**config.mk**
```make
export PLATFORM = sky130hd
export DESIGN_NAME = uart_tx_scheduler
export DESIGN_NICKNAME = d
export VERILOG_FILES = /design/src/rtl/uart_tx_scheduler.sv
export SDC_FILE = /design/constraint.sdc
export NUM_CORES = 1
export LEC_CHECK = 0
export ABC_AREA = 1
export CAP_MARGIN = 20
export CELL_PAD_IN_SITES_DETAIL_PLACEMENT = 1
export CELL_PAD_IN_SITES_GLOBAL_PLACEMENT = 1
export CORE_UTILIZATION = 30
export CTS_BUF_LIST = sky130_fd_sc_hd__clkbuf_8
export CTS_CLUSTER_SIZE = 16
export DETAILED_ROUTE_END_ITERATION = 7
export PLACE_DENSITY = 0.6
export SYNTH_ARGS = -nofsm -noshare
export SYNTH_HDL_FRONTEND = slang
export SYNTH_SLANG_ARGS = --single-unit
```
**constraint.sdc**
```tcl
create_clock -name clk -period 2.4 [get_ports clk]
set_input_delay 0.48 -clock clk [delete_from_list [all_inputs] [get_ports clk]]
set_output_delay 0.48 -clock clk [all_outputs]
set_load 0.05 [all_outputs]
```
**src/rtl/uart_tx_scheduler.sv**
```systemverilog
// uart_tx_scheduler: shares one byte-level UART transmitter between two
// character requesters. A round-robin arbiter feeds a small FIFO; a
// sequencer pops it, drives the transmitter start/done handshake and can
// append CR/LF after bytes flagged as end of message.
module uart_tx_scheduler #(
    parameter int         FIFO_DEPTH = 4,
    parameter bit         TERM_EN    = 1'b1,
    parameter logic [7:0] CR_CHAR    = 8'h0D,
    parameter logic [7:0] LF_CHAR    = 8'h0A
) (
    input  logic                              clk,
    input  logic                              reset,
    input  logic                              req0_valid,
    input  logic [7:0]                        req0_data,
    input  logic                              req0_last,
    output logic                              req0_ready,
    input  logic                              req1_valid,
    input  logic [7:0]                        req1_data,
    input  logic                              req1_last,
    output logic                              req1_ready,
    output logic [7:0]                        tx_data,
    output logic                              tx_start,
    input  logic                              tx_busy,
    input  logic                              tx_done,
    output logic [$clog2(FIFO_DEPTH+1)-1:0]   fifo_count,
    output logic                              idle
);

    localparam int CW = $clog2(FIFO_DEPTH + 1);
    localparam int AW = $clog2(FIFO_DEPTH);

    typedef enum logic [1:0] {ST_IDLE = 2'd0, ST_START = 2'd1, ST_WAIT = 2'd2} state_t;
    typedef enum logic [1:0] {PH_DATA = 2'd0, PH_CR = 2'd1, PH_LF = 2'd2} phase_t;

    // Each FIFO entry is {last, data}.
    logic [8:0]    mem_q [FIFO_DEPTH];
    logic [AW-1:0] wr_ptr_q;
    logic [AW-1:0] rd_ptr_q;
    logic [CW-1:0] count_q;
    logic [CW-1:0] count_d;
    logic          rr_q;
    logic          rr_d;

    state_t        state_q;
    phase_t        phase_q;
    logic [7:0]    cur_byte_q;
    logic          cur_last_q;
    logic [7:0]    tx_data_q;
    logic          tx_start_q;

    logic          full_s;
    logic          empty_s;
    logic          gnt0_s;
    logic          gnt1_s;
    logic          push_s;
    logic          pop_s;
    logic [8:0]    push_word_s;
    logic [8:0]    head_s;

    // Arbitration: full is taken from the registered count, so a pop in the
    // same cycle never opens a slot for a push until the following cycle.
    always_comb begin
        full_s  = (count_q == CW'(FIFO_DEPTH));
        empty_s = (count_q == {CW{1'b0}});
        gnt0_s  = 1'b0;
        gnt1_s  = 1'b0;
        rr_d    = rr_q;
        if (!reset && !full_s) begin
            if (req0_valid && req1_valid) begin
                if (rr_q == 1'b0) begin
                    gnt0_s = 1'b1;
                    rr_d   = 1'b1;
                end else begin
                    gnt1_s = 1'b1;
                    rr_d   = 1'b0;
                end
            end else if (req0_valid) begin
                gnt0_s = 1'b1;
            end else if (req1_valid) begin
                gnt1_s = 1'b1;
            end else begin
                gnt0_s = 1'b0;
            end
        end else begin
            gnt0_s = 1'b0;
            gnt1_s = 1'b0;
        end
        push_s      = gnt0_s | gnt1_s;
        push_word_s = gnt1_s ? {req1_last, req1_data} : {req0_last, req0_data};
        head_s      = mem_q[rd_ptr_q];
        pop_s       = (state_q == ST_IDLE) && !empty_s && !tx_busy;
    end

    // Occupancy next-state: simultaneous push and pop leaves it unchanged.
    always_comb begin
        case ({push_s, pop_s})
            2'b10:   count_d = count_q + CW'(1);
            2'b01:   count_d = count_q - CW'(1);
            default: count_d = count_q;
        endcase
    end

    // FIFO storage; contents need no reset because the pointers define validity.
    always_ff @(posedge clk) begin
        if (push_s) begin
            mem_q[wr_ptr_q] <= push_word_s;
        end
    end

    // FIFO pointers, occupancy and round-robin pointer.
    always_ff @(posedge clk or posedge reset) begin
        if (reset) begin
            wr_ptr_q <= {AW{1'b0}};
            rd_ptr_q <= {AW{1'b0}};
            count_q  <= {CW{1'b0}};
            rr_q     <= 1'b0;
        end else begin
            if (push_s) begin
                wr_ptr_q <= wr_ptr_q + AW'(1);
            end
            if (pop_s) begin
                rd_ptr_q <= rd_ptr_q + AW'(1);
            end
            count_q <= count_d;
            rr_q    <= rr_d;
        end
    end

    // Sequencer: pops a byte, issues one start pulse per byte/terminator and
    // waits for done before moving on; outputs are registered here.
    always_ff @(posedge clk or posedge reset) begin
        if (reset) begin
            state_q    <= ST_IDLE;
            phase_q    <= PH_DATA;
            cur_byte_q <= 8'h00;
            cur_last_q <= 1'b0;
            tx_data_q  <= 8'h00;
            tx_start_q <= 1'b0;
        end else begin
            tx_start_q <= 1'b0;
            case (state_q)
                ST_IDLE: begin
                    if (pop_s) begin
                        cur_byte_q <= head_s[7:0];
                        cur_last_q <= head_s[8];
                        phase_q    <= PH_DATA;
                        tx_data_q  <= head_s[7:0];
                        tx_start_q <= 1'b1;
                        state_q    <= ST_START;
                    end
                end
                ST_START: begin
                    state_q <= ST_WAIT;
                end
                ST_WAIT: begin
                    if (tx_done) begin
                        case (phase_q)
                            PH_DATA: begin
                                if (cur_last_q && TERM_EN) begin
                                    phase_q    <= PH_CR;
                                    tx_data_q  <= CR_CHAR;
                                    tx_start_q <= 1'b1;
                                    state_q    <= ST_START;
                                end else begin
                                    state_q <= ST_IDLE;
                                end
                            end
                            PH_CR: begin
                                phase_q    <= PH_LF;
                                tx_data_q  <= LF_CHAR;
                                tx_start_q <= 1'b1;
                                state_q    <= ST_START;
                            end
                            PH_LF: begin
                                state_q <= ST_IDLE;
                            end
                            default: begin
                                state_q <= ST_IDLE;
                            end
                        endcase
                    end
                end
                default: begin
                    state_q <= ST_IDLE;
                end
            endcase
        end
    end

    assign req0_ready = gnt0_s;
    assign req1_ready = gnt1_s;
    assign tx_data    = tx_data_q;
    assign tx_start   = tx_start_q;
    assign fifo_count = count_q;
    assign idle       = (state_q == ST_IDLE) && (count_q == {CW{1'b0}});

endmodule
```
---- Word level (Yosys, flattened, before mapping) ----
Memory sizes are Yosys's and may differ from the RTL's.
Index checks and enable logic that the tools add are counted.
operators by class
  add/sub/neg operators ................... 4
  eq/ne operators ......................... 10
  mux-type cells .......................... 33
  bitwise logic cells ..................... 1
  reductions and logical operators ........ 18
operators with widths
  cell                 number
  $pmux 8 s2           2
  $mux 8               3
  $mux 1               15
  $pmux 2 s2           3
  $mux 2               5
  $mux 9               1
  $eq 2x1->1 const B   3
  $ne 3x3->1 const B   2
  $pmux 2 s3           1
  $pmux 3 s2           1
  $reduce_and 2->1     3
  $logic_and 1x1->1    5
  $reduce_and 5->1     1
  $add 2x1->2 const B  2
  $eq 2x2->1 const B   2
  $logic_not 1->1      4
  $logic_not 2->1      2
  $ne 2x2->1 const B   2
  $pmux 1 s2           2
  $reduce_bool 2->1    2
  $add 3x1->3 const B  1
  $eq 3x3->1 const B   1
  $logic_not 3->1      1
  $sub 3x1->3 const B  1
  $or 1x1->1           1
storage, ports and cells
  flip-flop bits (word level) ............. 22
  memory bits (writable) .................. 36
  input bits .............................. 24
  output and inout bits ................... 15
  logic and storage cells ................. 76
  memories kept ........................... 1
memories
  memory  depth  bits a word  read ports  clocked after memory_dff  wr ports  RTL line  RTL
  mem_q   4      9            1           0                         1         36        logic [8:0] mem_q [FIFO_DEPTH];

---- Longest topological paths before layout ----
Gate-level depths: netlist of run 1.
  word-level depth ........................ 7
  depth in mapped cells ................... 11
  mapped depth without buffers ............ 11

---- Least setup slack after synthesis of run 1 ----
Ideal clock, no wire load.
  path kind ............................... input to output
  start ................................... input reset
  end ..................................... output req0_ready
  data arrival time ....................... 1806 ps
  data required time ...................... 1920 ps
  path slack .............................. 114 ps
  stages .................................. 3
  path buffers ............................ 0
  cell sequence ........................... inv_1 nand2_2 nor2_1
on the way
  longest elaborated chain between the ends .. 3
RTL lines
  element                    RTL line  RTL
  start: declaration         12        input logic reset,
  $logic_not 1->1 (no line)  --
  $logic_and 1x1->1          68        if (!reset && !full_s) begin
  $mux 1                     68
  end: declaration           16        output logic req0_ready,
Every way passes these cells.

---- Worst setup path in the final report of run 1 ----
  start ................................... input req0_valid
  end ..................................... output req1_ready
on the way
  longest elaborated chain between the ends .. 3
  elaborated cells on any way between the ends .. 4
  classes of those cells .................. mux (3); reduce/logical (1)
RTL lines
  element                                      RTL line  RTL
  start: declaration                           13        input logic req0_valid,
  $mux 1 or $logic_and 1x1->1 (tied branches)  77, 69
  $mux 1 (*)                                   69        if (req0_valid && req1_valid) begin
  $mux 1 (*)                                   68
  end: declaration                             20        output logic req1_ready,
Mark *: on every way between the ends. The rest lies on a longest branch, timed or not.

==> key figures, run 1 <==
STA
  – Endpoints failing setup: 0
  – Final period util: 92.3%
  – F_max: 0.451 GHz
  – Final setup skew: 0.00730 ns
  – Hold Vio Cnt, Final: 0
  – Slew headroom: 65.8%
  – Worst Tran Pin Value: 0.511 ns
  – Fin crit period: 2.22 ns
  – Final Slew Violations: 0
  – RSZ-0062 raised after global routing: no
  – Setup TNS: 0 ns
  – Final Hold Slack: 0.484 ns

Cells and area
  – Nets: 348
  – Area Overhead vs Synth: 28.7%
  – Final Non-Filler Cells: 428
  – Final instance area: 0.00340 sq mm
  – # diodes: 0
  – Fillcell total: 974
  – Layout cells sized above 1: 14.2%

Route
  – Remaining antenna violation count: 0
  – DR vias: 1,907
  – First drt pass iteration count: 4
  – Wire length per cell: 12.9 microns
  – DRT Wirelength: 5540 microns
  – Drc violations: 0
  – Vias per cell: 4.46
  – Initial DRC count: 34

Setup path
  – Req. time, crit path: 1.92 ns
  – Crit Path Category: in2out
  – Worst Path Max Fanout: 10
  – Arrival time worst endpoint: 1.74 ns
  – Critical Path Start Type: input pin
  – Setup crit end kind: output port

Synth
  – Mux contribution to synthesized area: 0%
  – Gate Count Post-Synth: 265
  – Top_reg_cell synth: edfxtp_1
  – Adder-Cell Fraction of Synth Area: 3.13%
  – Seq/Total Area, Yosys: 61.8%
  – Simple-Gate Fraction of Synth Area: 23.0%
  – Synth warn: 0
  – Syn nets: 295
  – Top cells by area, synth: edfxtp_1, dfrtp_1, nand2_1
  – Post-synth EDFFs: 36
  – XOR/XNOR Fraction of Synth Area: 1.33%
  – Syn avg cell area: 9.96 sq um
  – Complex-gate fraction of the synthesized area: 4.27%
  – Share of the synthesized area in the top cell type: 41.0%
  – Yosys cell types: 22
  – Synthesized flop and latch total: 58
  – Main combinational cell family by area after synthesis: simple AND/OR/NAND/NOR gates
  – FFs w/ async S/R, synth: 37.9%
  – Post-synthesis cell area: 0.00264 sq mm
  – Synth top cells by count: nand2_1, edfxtp_1, nand3_1, dfrtp_1, inv_1
  – Most numerous cell in the Yosys netlist: nand2_1
  – Largest area contributor in the netlist: edfxtp_1

Die
  – Initial core utilization: 31.5%
  – Die X: 95.8 microns
  – Row count: 33
  – Core area: 0.00838 sq mm
  – Number of I/O pins: 39
  – Die Y: 95.8 microns
  – Die Area: 0.00917 sq mm

GRT
  – Vias in the first global route: 1,830
  – Initial antenna violation count: 0
  – Grt total ovfl: 0
  – Largest net degree at the start of global routing: 21
  – First-pass GRT wire length: 9280 microns
  – GRT Total Usage: 13.9%

Place
  – Placed instance count: 412
  – Detail Placement HPWL: 4090 microns
  – RD Place Congestion: 0.730
  – Port buffer count: 38
  – Placed Area: 0.00320 sq mm

Outcome
  – Status: complete, no violations

Clock tree
  – Post-CTS Setup Inserts: 0
  – Clock Path Buffers: 2
  – CTS Buf Count: 9
  – H-tree Lvls: 3
  – CTS tree: built
  – Clock Sink Count: 58
  – Clock-pin slew on the worst setup and hold paths: 0.07 ns
  – Root Driver: clkbuf_8
  – Clk Latency, worst-skew pair: 0.34 ns

Power and ir drop
  – Power Density: 1280 mW/mm^2
  – P_leak: 1.49 nW
  – Max VDD drop: 328 uV

Job
  – Max Cap Violations: 0

Hold path
  – Worst Hold Class: in2async
area by class of cell:
class	instances	area [sq um]	area share (%)
timing repair buffer	51	497	14.6
multi-input combinational	173	837	24.6
clock inverter	7	76.3	2.25
tap	105	131	3.87
clock buffer	9	124	3.65
inverter	25	98.8	2.91
sequential	58	1630	48.0
registers in the layout (all words and copies together), names as in the netlist, 2 cells and up:
name / count
fifo_count: 3
mem_q: 36
phase_q: 2
rd_ptr_q: 2
state_q: 2
tx_data: 8
wr_ptr_q: 2
where the power goes:
group | switching [mW] | internal (mW) | leakage [nW]
logic | 1.27 | 0.651 | 0.793
registers | 0.149 | 1.37 | 0.602
clock network | 0.423 | 0.485 | 0.0962
cell families after synthesis:
family          Yosys count
fa+ha+maj                 6
simple gates            142
compound gates           21
flops                    58
xor+xnor                  4
buf+inv                  34
final timing paths:
path | from | to | slack [ns] | depth (start not counted)
setup / recovery | req0_valid | req1_ready | 0.18 | 7
hold / removal | reset | rr_q | 0.48 | 3
setup reg to reg | fifo_count[1] | fifo_count[2] | 0.49 | 9
min in group clk | cur_last_q | cur_last_q | 0.49 | 2
hold reg to reg | cur_last_q | cur_last_q | 0.49 | 2
max in group asynchronous | reset | tx_data[7] | 1.63 | 3
critical path, cell delays in order:
cell and delay (ns):
clkdlybuf4s50_1 0.53, nand2_1 0.12, nor2_2 0.14, nor2_1 0.08
nand2_4 0.15, inv_6 0.07, buf_12 0.15
metrics by stage:
stage,setup WS (ns),util (%),power [mW]
finish,0.185,40.5,4.35
global route,0.0877,40.5,4.67
CTS,0.167,40.5,4.41
detailed placement,0.0697,38.1,3.49
global placement,0.132,38.1,3.44
floorplan,0.114,-,2.89
timing repair:
item | CTS | global route
gates resized for setup | 1 | 0
setup endpoints to repair | 1 | 0
hold buffers | 0 | 0
cell usage in the layout, fill, tap and decap left out:
| master | n |
|---|---|
| nand2_1 | 92 |
| edfxtp_1 | 36 |
| clkdlybuf4s50_1 | 35 |
| nand3_1 | 29 |
| dfrtp_1 | 22 |
| inv_1 | 21 |
| buf_4 | 13 |
| nor2_1 | 11 |
| o21ai_0 | 10 |
| a21oi_1 | 10 |
| clkbuf_8 | 9 |
| ha_1 | 5 |
| nand2_2 | 4 |
| inv_2 | 3 |
| nor2_2 | 3 |
| xor2_1 | 3 |
| inv_6 | 3 |
| nand3_2 | 2 |
| clkinvlp_4 | 2 |
| buf_12 | 2 |
| o211ai_2 | 1 |
| nand2_4 | 1 |
| xnor2_1 | 1 |
| fa_1 | 1 |
| clkinv_2 | 1 |
| bufinv_16 | 1 |
| clkinv_4 | 1 |
| dlygate4sd2_1 | 1 |
layer usage:
layer / part of all wire, % / track usage (%) / up-vias
li1: - / - / 967
met4: 1.9 / 7.09 / 0
met3: 3.6 / 3.32 / 9
met5: 0 / 0 / -
met2: 44 / 20.5 / 43
met1: 51 / 19.0 / 888
Power figures use the tool's default switching activity.
==> run 2: changes to the inputs <==
--- a/config.mk
+++ b/config.mk
@@ -6,7 +6,7 @@
 export NUM_CORES = 1
 export LEC_CHECK = 0
 export ABC_AREA = 1
-export CAP_MARGIN = 20
+export CAP_MARGIN = 10
 export CELL_PAD_IN_SITES_DETAIL_PLACEMENT = 1
 export CELL_PAD_IN_SITES_GLOBAL_PLACEMENT = 1
 export CORE_UTILIZATION = 30
==> results of run 2 <==
Final layout, timing and power as in run 1 (identical DEF).
